--- config.mk ---
export PLATFORM = sky130hd
export DESIGN_NAME = bin_to_bcd_seq
export DESIGN_NICKNAME = d
export VERILOG_FILES = /design/src/rtl/bin_to_bcd_seq.sv
export SDC_FILE = /design/constraint.sdc
export NUM_CORES = 1
export LEC_CHECK = 0
export ABC_AREA = 1
export ABC_CLOCK_PERIOD_IN_PS = 5100
export BUFFER_PORTS_ARGS = -buffer_cell sky130_fd_sc_hd__buf_4
export CORE_MARGIN = 2
export CORE_UTILIZATION = 40
export DETAILED_ROUTE_END_ITERATION = 6
export SYNTH_ARGS = -nofsm -noshare
export SYNTH_HDL_FRONTEND = slang
export SYNTH_SLANG_ARGS = --single-unit
--- constraint.sdc ---
create_clock -name clk -period 5.1 [get_ports clk]
set_input_delay 1.02 -clock clk [delete_from_list [all_inputs] [get_ports clk]]
set_output_delay 1.02 -clock clk [all_outputs]
set_load 0.02 [all_outputs]
--- src/rtl/bin_to_bcd_seq.sv ---
// Sequential binary-to-BCD converter: one double-dabble step per clock, WIDTH steps per result.
// Outputs are registered and hold the last completed result until the next one lands.
module bin_to_bcd_seq #(
    parameter int unsigned WIDTH  = 32,
    parameter int unsigned DIGITS = 10
) (
    input  logic                  clk,
    input  logic                  reset,
    input  logic                  start,
    input  logic [WIDTH-1:0]      binary,
    output logic                  busy,
    output logic                  done,
    output logic [4*DIGITS-1:0]   bcd,
    output logic [DIGITS-1:0]     lead_zero,
    output logic                  overflow
);

    localparam int unsigned       CntW    = $clog2(WIDTH + 1);
    localparam logic [CntW-1:0]   CntLoad = CntW'(WIDTH);
    localparam logic [DIGITS-1:0] LzReset = ~DIGITS'(1);

    typedef enum logic [1:0] {StIdle, StShift, StDone} state_e;

    state_e               state_q, state_d;
    logic [WIDTH-1:0]     op_q, op_d;
    logic [4*DIGITS-1:0]  dig_q, dig_d;
    logic                 acc_q, acc_d;
    logic [CntW-1:0]      cnt_q, cnt_d;
    logic                 busy_q, busy_d;
    logic                 done_q, done_d;
    logic [4*DIGITS-1:0]  bcd_q, bcd_d;
    logic [DIGITS-1:0]    lz_q, lz_d;
    logic                 ovf_q, ovf_d;

    logic [4*DIGITS-1:0]  adj;
    logic [4*DIGITS-1:0]  stepped;
    logic [DIGITS-1:0]    stepped_lz;
    logic                 zero_above;

    // One double-dabble step applied to the current working digits.
    always_comb begin
        adj = dig_q;
        for (int i = 0; i < DIGITS; i++) begin
            if (dig_q[4*i +: 4] >= 4'd5) begin
                adj[4*i +: 4] = dig_q[4*i +: 4] + 4'd3;
            end
        end
        stepped = {adj[4*DIGITS-2:0], op_q[WIDTH-1]};

        stepped_lz = '0;
        zero_above = 1'b1;
        for (int i = DIGITS - 1; i >= 1; i--) begin
            zero_above    = zero_above & (stepped[4*i +: 4] == 4'd0);
            stepped_lz[i] = zero_above;
        end
    end

    always_comb begin
        state_d = state_q;
        op_d    = op_q;
        dig_d   = dig_q;
        acc_d   = acc_q;
        cnt_d   = cnt_q;
        busy_d  = busy_q;
        done_d  = 1'b0;
        bcd_d   = bcd_q;
        lz_d    = lz_q;
        ovf_d   = ovf_q;

        unique case (state_q)
            StIdle, StDone: begin
                busy_d = 1'b0;
                if (start) begin
                    state_d = StShift;
                    op_d    = binary;
                    dig_d   = '0;
                    acc_d   = 1'b0;
                    cnt_d   = CntLoad;
                    busy_d  = 1'b1;
                end else begin
                    state_d = StIdle;
                end
            end
            StShift: begin
                op_d  = op_q << 1;
                dig_d = stepped;
                // A set bit 3 leaving the top digit means the value reached 10^DIGITS.
                acc_d = acc_q | adj[4*DIGITS-1];
                cnt_d = cnt_q - CntW'(1);
                if (cnt_q == CntW'(1)) begin
                    state_d = StDone;
                    busy_d  = 1'b0;
                    done_d  = 1'b1;
                    bcd_d   = stepped;
                    lz_d    = stepped_lz;
                    ovf_d   = acc_q | adj[4*DIGITS-1];
                end
            end
            default: begin
                state_d = StIdle;
                busy_d  = 1'b0;
            end
        endcase
    end

    always_ff @(posedge clk or posedge reset) begin
        if (reset) begin
            state_q <= StIdle;
            op_q    <= '0;
            dig_q   <= '0;
            acc_q   <= 1'b0;
            cnt_q   <= '0;
            busy_q  <= 1'b0;
            done_q  <= 1'b0;
            bcd_q   <= '0;
            lz_q    <= LzReset;
            ovf_q   <= 1'b0;
        end else begin
            state_q <= state_d;
            op_q    <= op_d;
            dig_q   <= dig_d;
            acc_q   <= acc_d;
            cnt_q   <= cnt_d;
            busy_q  <= busy_d;
            done_q  <= done_d;
            bcd_q   <= bcd_d;
            lz_q    <= lz_d;
            ovf_q   <= ovf_d;
        end
    end

    assign busy      = busy_q;
    assign done      = done_q;
    assign bcd       = bcd_q;
    assign lead_zero = lz_q;
    assign overflow  = ovf_q;

endmodule

**After elaboration in Yosys (flattened, before gate mapping)**

Index checks and enable logic that the tools add are counted.

- Register bits after elaboration: 133
- Input bits: 35
- Output and inout bits: 53
- Logic and storage cells: 85

- Add/subtract/negate cells: 11
- Magnitude comparators: 10
- Eq/ne operators: 5
- Muxes and demuxes: 26
- Bitwise operators: 9
- Reduce and logical (&&, ||, !) cells: 14

Operators by type and width:

| cell | number |
|---|---|
| $pmux 40 s2 | 1 |
| $pmux 32 s2 | 1 |
| $add 4x2->4 const B | 10 |
| $ge 4x3->1 const B | 10 |
| $mux 4 | 10 |
| $mux 40 | 1 |
| $logic_not 4->1 | 9 |
| $mux 32 | 1 |
| $pmux 6 s2 | 1 |
| $and 1x1->1 | 8 |
| $eq 6x1->1 const B | 1 |
| $mux 1 | 6 |
| $mux 6 | 1 |
| $sub 6x1->6 const B | 1 |
| $ne 2x2->1 const B | 2 |
| $pmux 1 s2 | 2 |
| $pmux 2 s2 | 1 |
| $reduce_and 2->1 | 2 |
| $eq 2x1->1 const B | 1 |
| $eq 2x2->1 const B | 1 |
| $logic_not 2->1 | 1 |
| $mux 2 | 1 |
| $reduce_bool 2->1 | 1 |
| $reduce_or 2->1 | 1 |
| $or 1x1->1 | 1 |

**Logic depth before layout (Yosys ltp)**

- Depth after elaboration: 11
- Mapped depth: 14

**Worst setup path before layout**

OpenSTA, ideal clock, no wires.

- Path kind: in2reg
- Start: in start
- End: reg dig_q[14]
- Arrival: 1.738 ns
- Data required time: 4.959 ns
- Slack: 3.221 ns
- Stages: 4
- Buffers on the path: 1
- Cell sequence: nand2_1 nand2_1 clkbuf_1 o22ai_1

- Word-level cells in the longest chain between the ends: 2

RTL lines:

| what | line | source |
|---|---|---|
| start, declared | 9 | `input logic start,` |
| $ne 2x2->1 (no line) | - |  |
| $reduce_and 2->1 (no line) | - |  |
| end signal, assigned | 121 | `dig_q <= dig_d;` |
| end, declared | 26 | `logic [4*DIGITS-1:0] dig_q, dig_d;` |

Every way passes these cells.
A chain may end at the register's enable or synchronous reset.

**Worst setup path after layout**

- Start: reg state_q[1]
- End: reg lz_q[1], in the netlist lead_zero[1]

- Word-level cells in the longest chain between the ends: 2

RTL lines:

| what | line | source |
|---|---|---|
| start, declared | 24 | `state_e state_q, state_d;` |
| start signal, assigned | 108 | `state_q <= StIdle;` |
| start signal, assigned | 119 | `state_q <= state_d;` |
| $eq 2x1->1 | 70 | `unique case (state_q)` |
| $reduce_and 2->1 (no line) | - |  |
| end signal, assigned | 116 | `lz_q <= LzReset;` |
| end signal, assigned | 127 | `lz_q <= lz_d;` |
| end, declared | 32 | `logic [DIGITS-1:0] lz_q, lz_d;` |

Every way passes these cells.

==> metrics.md <==
| Metric | Value |
|---|---|
| CP Launch Point | state_q[1] |
| Final Max Slew Viols | 0 |
| CP endpoint kind | flop |
| Hold_sp | lead_zero[5] |
| Initial DRC count | 357 |
| Max cap viols | 0 |
| Synth area leader | dfrtp_1 |
| Vias in the first global route | 5101 |
| Die Width | 129.5 µm |
| Outcome | complete, no violations |
| Initial Util | 0.4114 |
| Total power | 5.417 mW |
| Post-synth EDFFs | 0 |
| Hold Vio Cnt, Final | 0 |
| Crit path kind | flop to flop |
| Detail Route Antenna Nets | 0 |
| Register cell area after layout | 0.003339 mm² |
| Initial antenna violation count | 0 |
| Sequential share of the synthesized area | 0.5300 |
| Dpl hpwl | 9.635 mm |
| Post-synth cell types | 37 |
| CTS Sinks | 133 |
| Setup Buffers After CTS | 0 |
| Multi-input logic area | 0.002529 mm² |
| Syn nets | 785 |
| Hold Path Sink | lead_zero[5] |
| I/O pins | 88 |
| Max Fclk | 417.6 MHz |
| Core area | 0.01531 mm² |
| Critical path launch point type | flop |
| PD cells | 694.0 mW/mm² |
| # fillers | 1412 |
| Die area | 0.01677 mm² |
| Synth top area share | 0.4925 |
| Layout Area Growth over Synthesis | 23.89% |
| Total Nets Final | 865 |
| Worst Skew | 13.88 ps |
| Global-route usage over all layers | 0.1815 |
| Max FO, Critical Path | 39 |
| GPL Wtd Cong | 0.8730 |
| Setup slack, reg-to-reg | 2710 ps |
| Port Buffers | 86 |
| TritonCTS clock tree | yes |
| Synth Instances | 728 |
| Avg Inst Size Synth | 8.655 µm² |
| Synth top area cells | dfrtp_1 (49%), nand2_1 (11%), nand3_1 (5.7%) |
| 1st-pass router iterations | 4 |
| Final setup viols | 0 |
| Layout cells sized above 1 | 0.1912 |
| FFs w/ async S/R, synth | 1.000 |
| Site row count | 45 |
| DRC | 0 |
| Root Buffer | clkbuf_16 |
| Period utilisation layout | 0.4695 |
| Top_reg_cell synth | dfrtp_1 |
| Post-synthesis register bit count | 133 |
| Maximum clock path buffer count | 2 |
| Final TNS setup | 0 ps |
| Reg-to-reg critical path endpoint | lead_zero[1] |
| Unrepaired setup endpoints after global routing | false |
| Crit path arrival time | 2760 ps |
| Worst slew margin | 0.3702 |
| Worst flop-to-flop path startpoint | state_q[1] |
| Mapped Area | 0.006301 mm² |
| VDD IR max | 0.2706 mV |
| Antenna Cells | 0 |
| Data required, critical path | 5460 ps |
| DR vias | 5155 |
| Tightest Hold Check Type | flop to flop |
| Num CTS Buffers | 17 |
| Clock Latency Late Sink | 430 ps |
| Post-CTS resize count | 0 |
| First-pass GRT wire length | 24.23 mm |
| Vias per Instance | 4.995 |
| Average wire per standard cell | 13.88 µm |
| Minimum clock period | 2394 ps |
| Slew @ Worst Pin | 943.7 ps |
| # hold bufs at CTS | 0 |
| Syn. warnings | 0 |
| Worst-path clk slew | 60 ps |
| R2R depth | 11 |
| LEAKAGE | 3.954 nW |
| Routed WL | 14.32 mm |
| Grt ovf | 0 |
| Hold path depth | 2 |
| H-tree levels | 4 |
| Die H | 129.5 µm |
| Largest net degree at the start of global routing | 87 |
[area by class of cell]
cell class	instances	area share
Clock buffer	24	0.06427
Clock inverter	8	0.02148
Inverter	83	0.04023
Multi-Input combinational cell	481	0.3239
Sequential cell	133	0.4278
Tap cell	211	0.03382
Timing Repair Buffer	92	0.08848
[power by group]
group | internal [mW] | total [mW] | switching, mW | leakage (nW)
Sequential | 1.49 | 1.76 | 0.271 | 1.59
Clock | 0.931 | 1.38 | 0.444 | 0.326
Combinational | 0.802 | 2.29 | 1.48 | 2.03
[sequential cells by signal (all words and copies together), names as in the netlist]
signal and flops:
op_q 32, cnt_q 6, lead_zero 9, overflow 1, state_q 2, dig_q 40
bcd 40, busy 1, acc_q 1, done 1
[cells in the mapped netlist, types with 3 or more instances]
| cell type | instances |
|---|---|
| dfstp_2 | 9 |
| nor2_1 | 21 |
| o21ai_0 | 23 |
| a21oi_1 | 17 |
| nor2_2 | 3 |
| buf_1 | 5 |
| inv_1 | 73 |
| xor2_1 | 10 |
| clkbuf_1 | 24 |
| dfrtp_1 | 124 |
| o211ai_1 | 4 |
| inv_2 | 10 |
| o22ai_1 | 38 |
| nor2_4 | 3 |
| o21ai_1 | 47 |
| ha_1 | 22 |
| nand4_1 | 6 |
| nor4_1 | 3 |
| nand2_1 | 189 |
| nand3_1 | 72 |
[cell usage in the layout, fill, tap and decap left out, types with 2 or more instances in the layout]
cell type and count:
clkbuf_8 5, a21oi_1 17, inv_1 72, nand4_1 6
or2_2 2, nand3_1 72, nor2_1 21, or2_1 2
o21ai_0 23, xor2_1 10, and2_1 2, nand2_4 2
nand2_2 2, clkbuf_16 17, nor2_8 2, dfrtp_1 124
bufinv_16 5, o21a_1 2, clkinv_2 2, dfstp_2 9
nor3_1 2, inv_2 10, ha_1 22, nor4_1 3
o22ai_1 38, nor2_4 3, o21ai_1 47, buf_4 92
nor2_2 3, clkbuf_1 2, nand2_1 189, o211ai_1 4
[per-stage QoR]
stage                     setup WS [ps]  std cells    util  hold slack [ps]  area, µm²
after floorplan                   540.5        728       -            463.7       6301
after global placement             2781       1000  0.4660            465.4       7137
after detailed placement           2730       1000  0.4660            458.2       7137
after CTS                          2697       1032  0.5097            468.3       7806
after global routing               2526       1032  0.5097            492.6       7806
final                              2706       1032  0.5097            466.6       7806
[worst max-delay path, cell delays in order (launching register included)]
cell and delay (ps):
dfrtp_1 390, nor2_4 690, nand2_2 220, nor2_8 210
nand2_4 80, nor2_4 120, nand2_4 90, nor2_8 110
nand4_4 100, nor2_4 120, nand4_1 80, nand2_1 100
[cell families (layout without fill, tap and decap cells)]
logic type | Yosys count | in the layout | share of synthesized area
AOI/OAI and AO/OA | 134 | 134 | 0.1182
DFF | 133 | 133 | 0.5300
xor gates and xnor gates | 10 | 10 | 0.01390
muxes | 1 | 1 | 0.001589
adders and majority gates | 22 | 22 | 0.04368
and+or+nand+nor | 313 | 313 | 0.2234
buffers and inverters | 114 | 207 | 0.06871
other | 1 | 1 | 0.0005951
[worst max-delay path by stage]
stage               cells after the start  slack, ps           end
floorplan                               1        540         acc_q
global placement                       11       2780  lead_zero[1]
detailed placement                     11       2730  lead_zero[1]
CTS                                    11       2700  lead_zero[2]
global route                           11       2530  lead_zero[2]
finish                                 11       2710  lead_zero[1]
[metal layers]
metal  vias to the layer above  global-route usage  part of all wire
met5                         -                   0                 0
met4                         0             0.06768             0.013
met3                        14             0.04377             0.042
met2                       114              0.2777              0.46
met1                      2464              0.2519              0.49
li1                       2563                   -                 -
(Power assumes the default switching activity.)
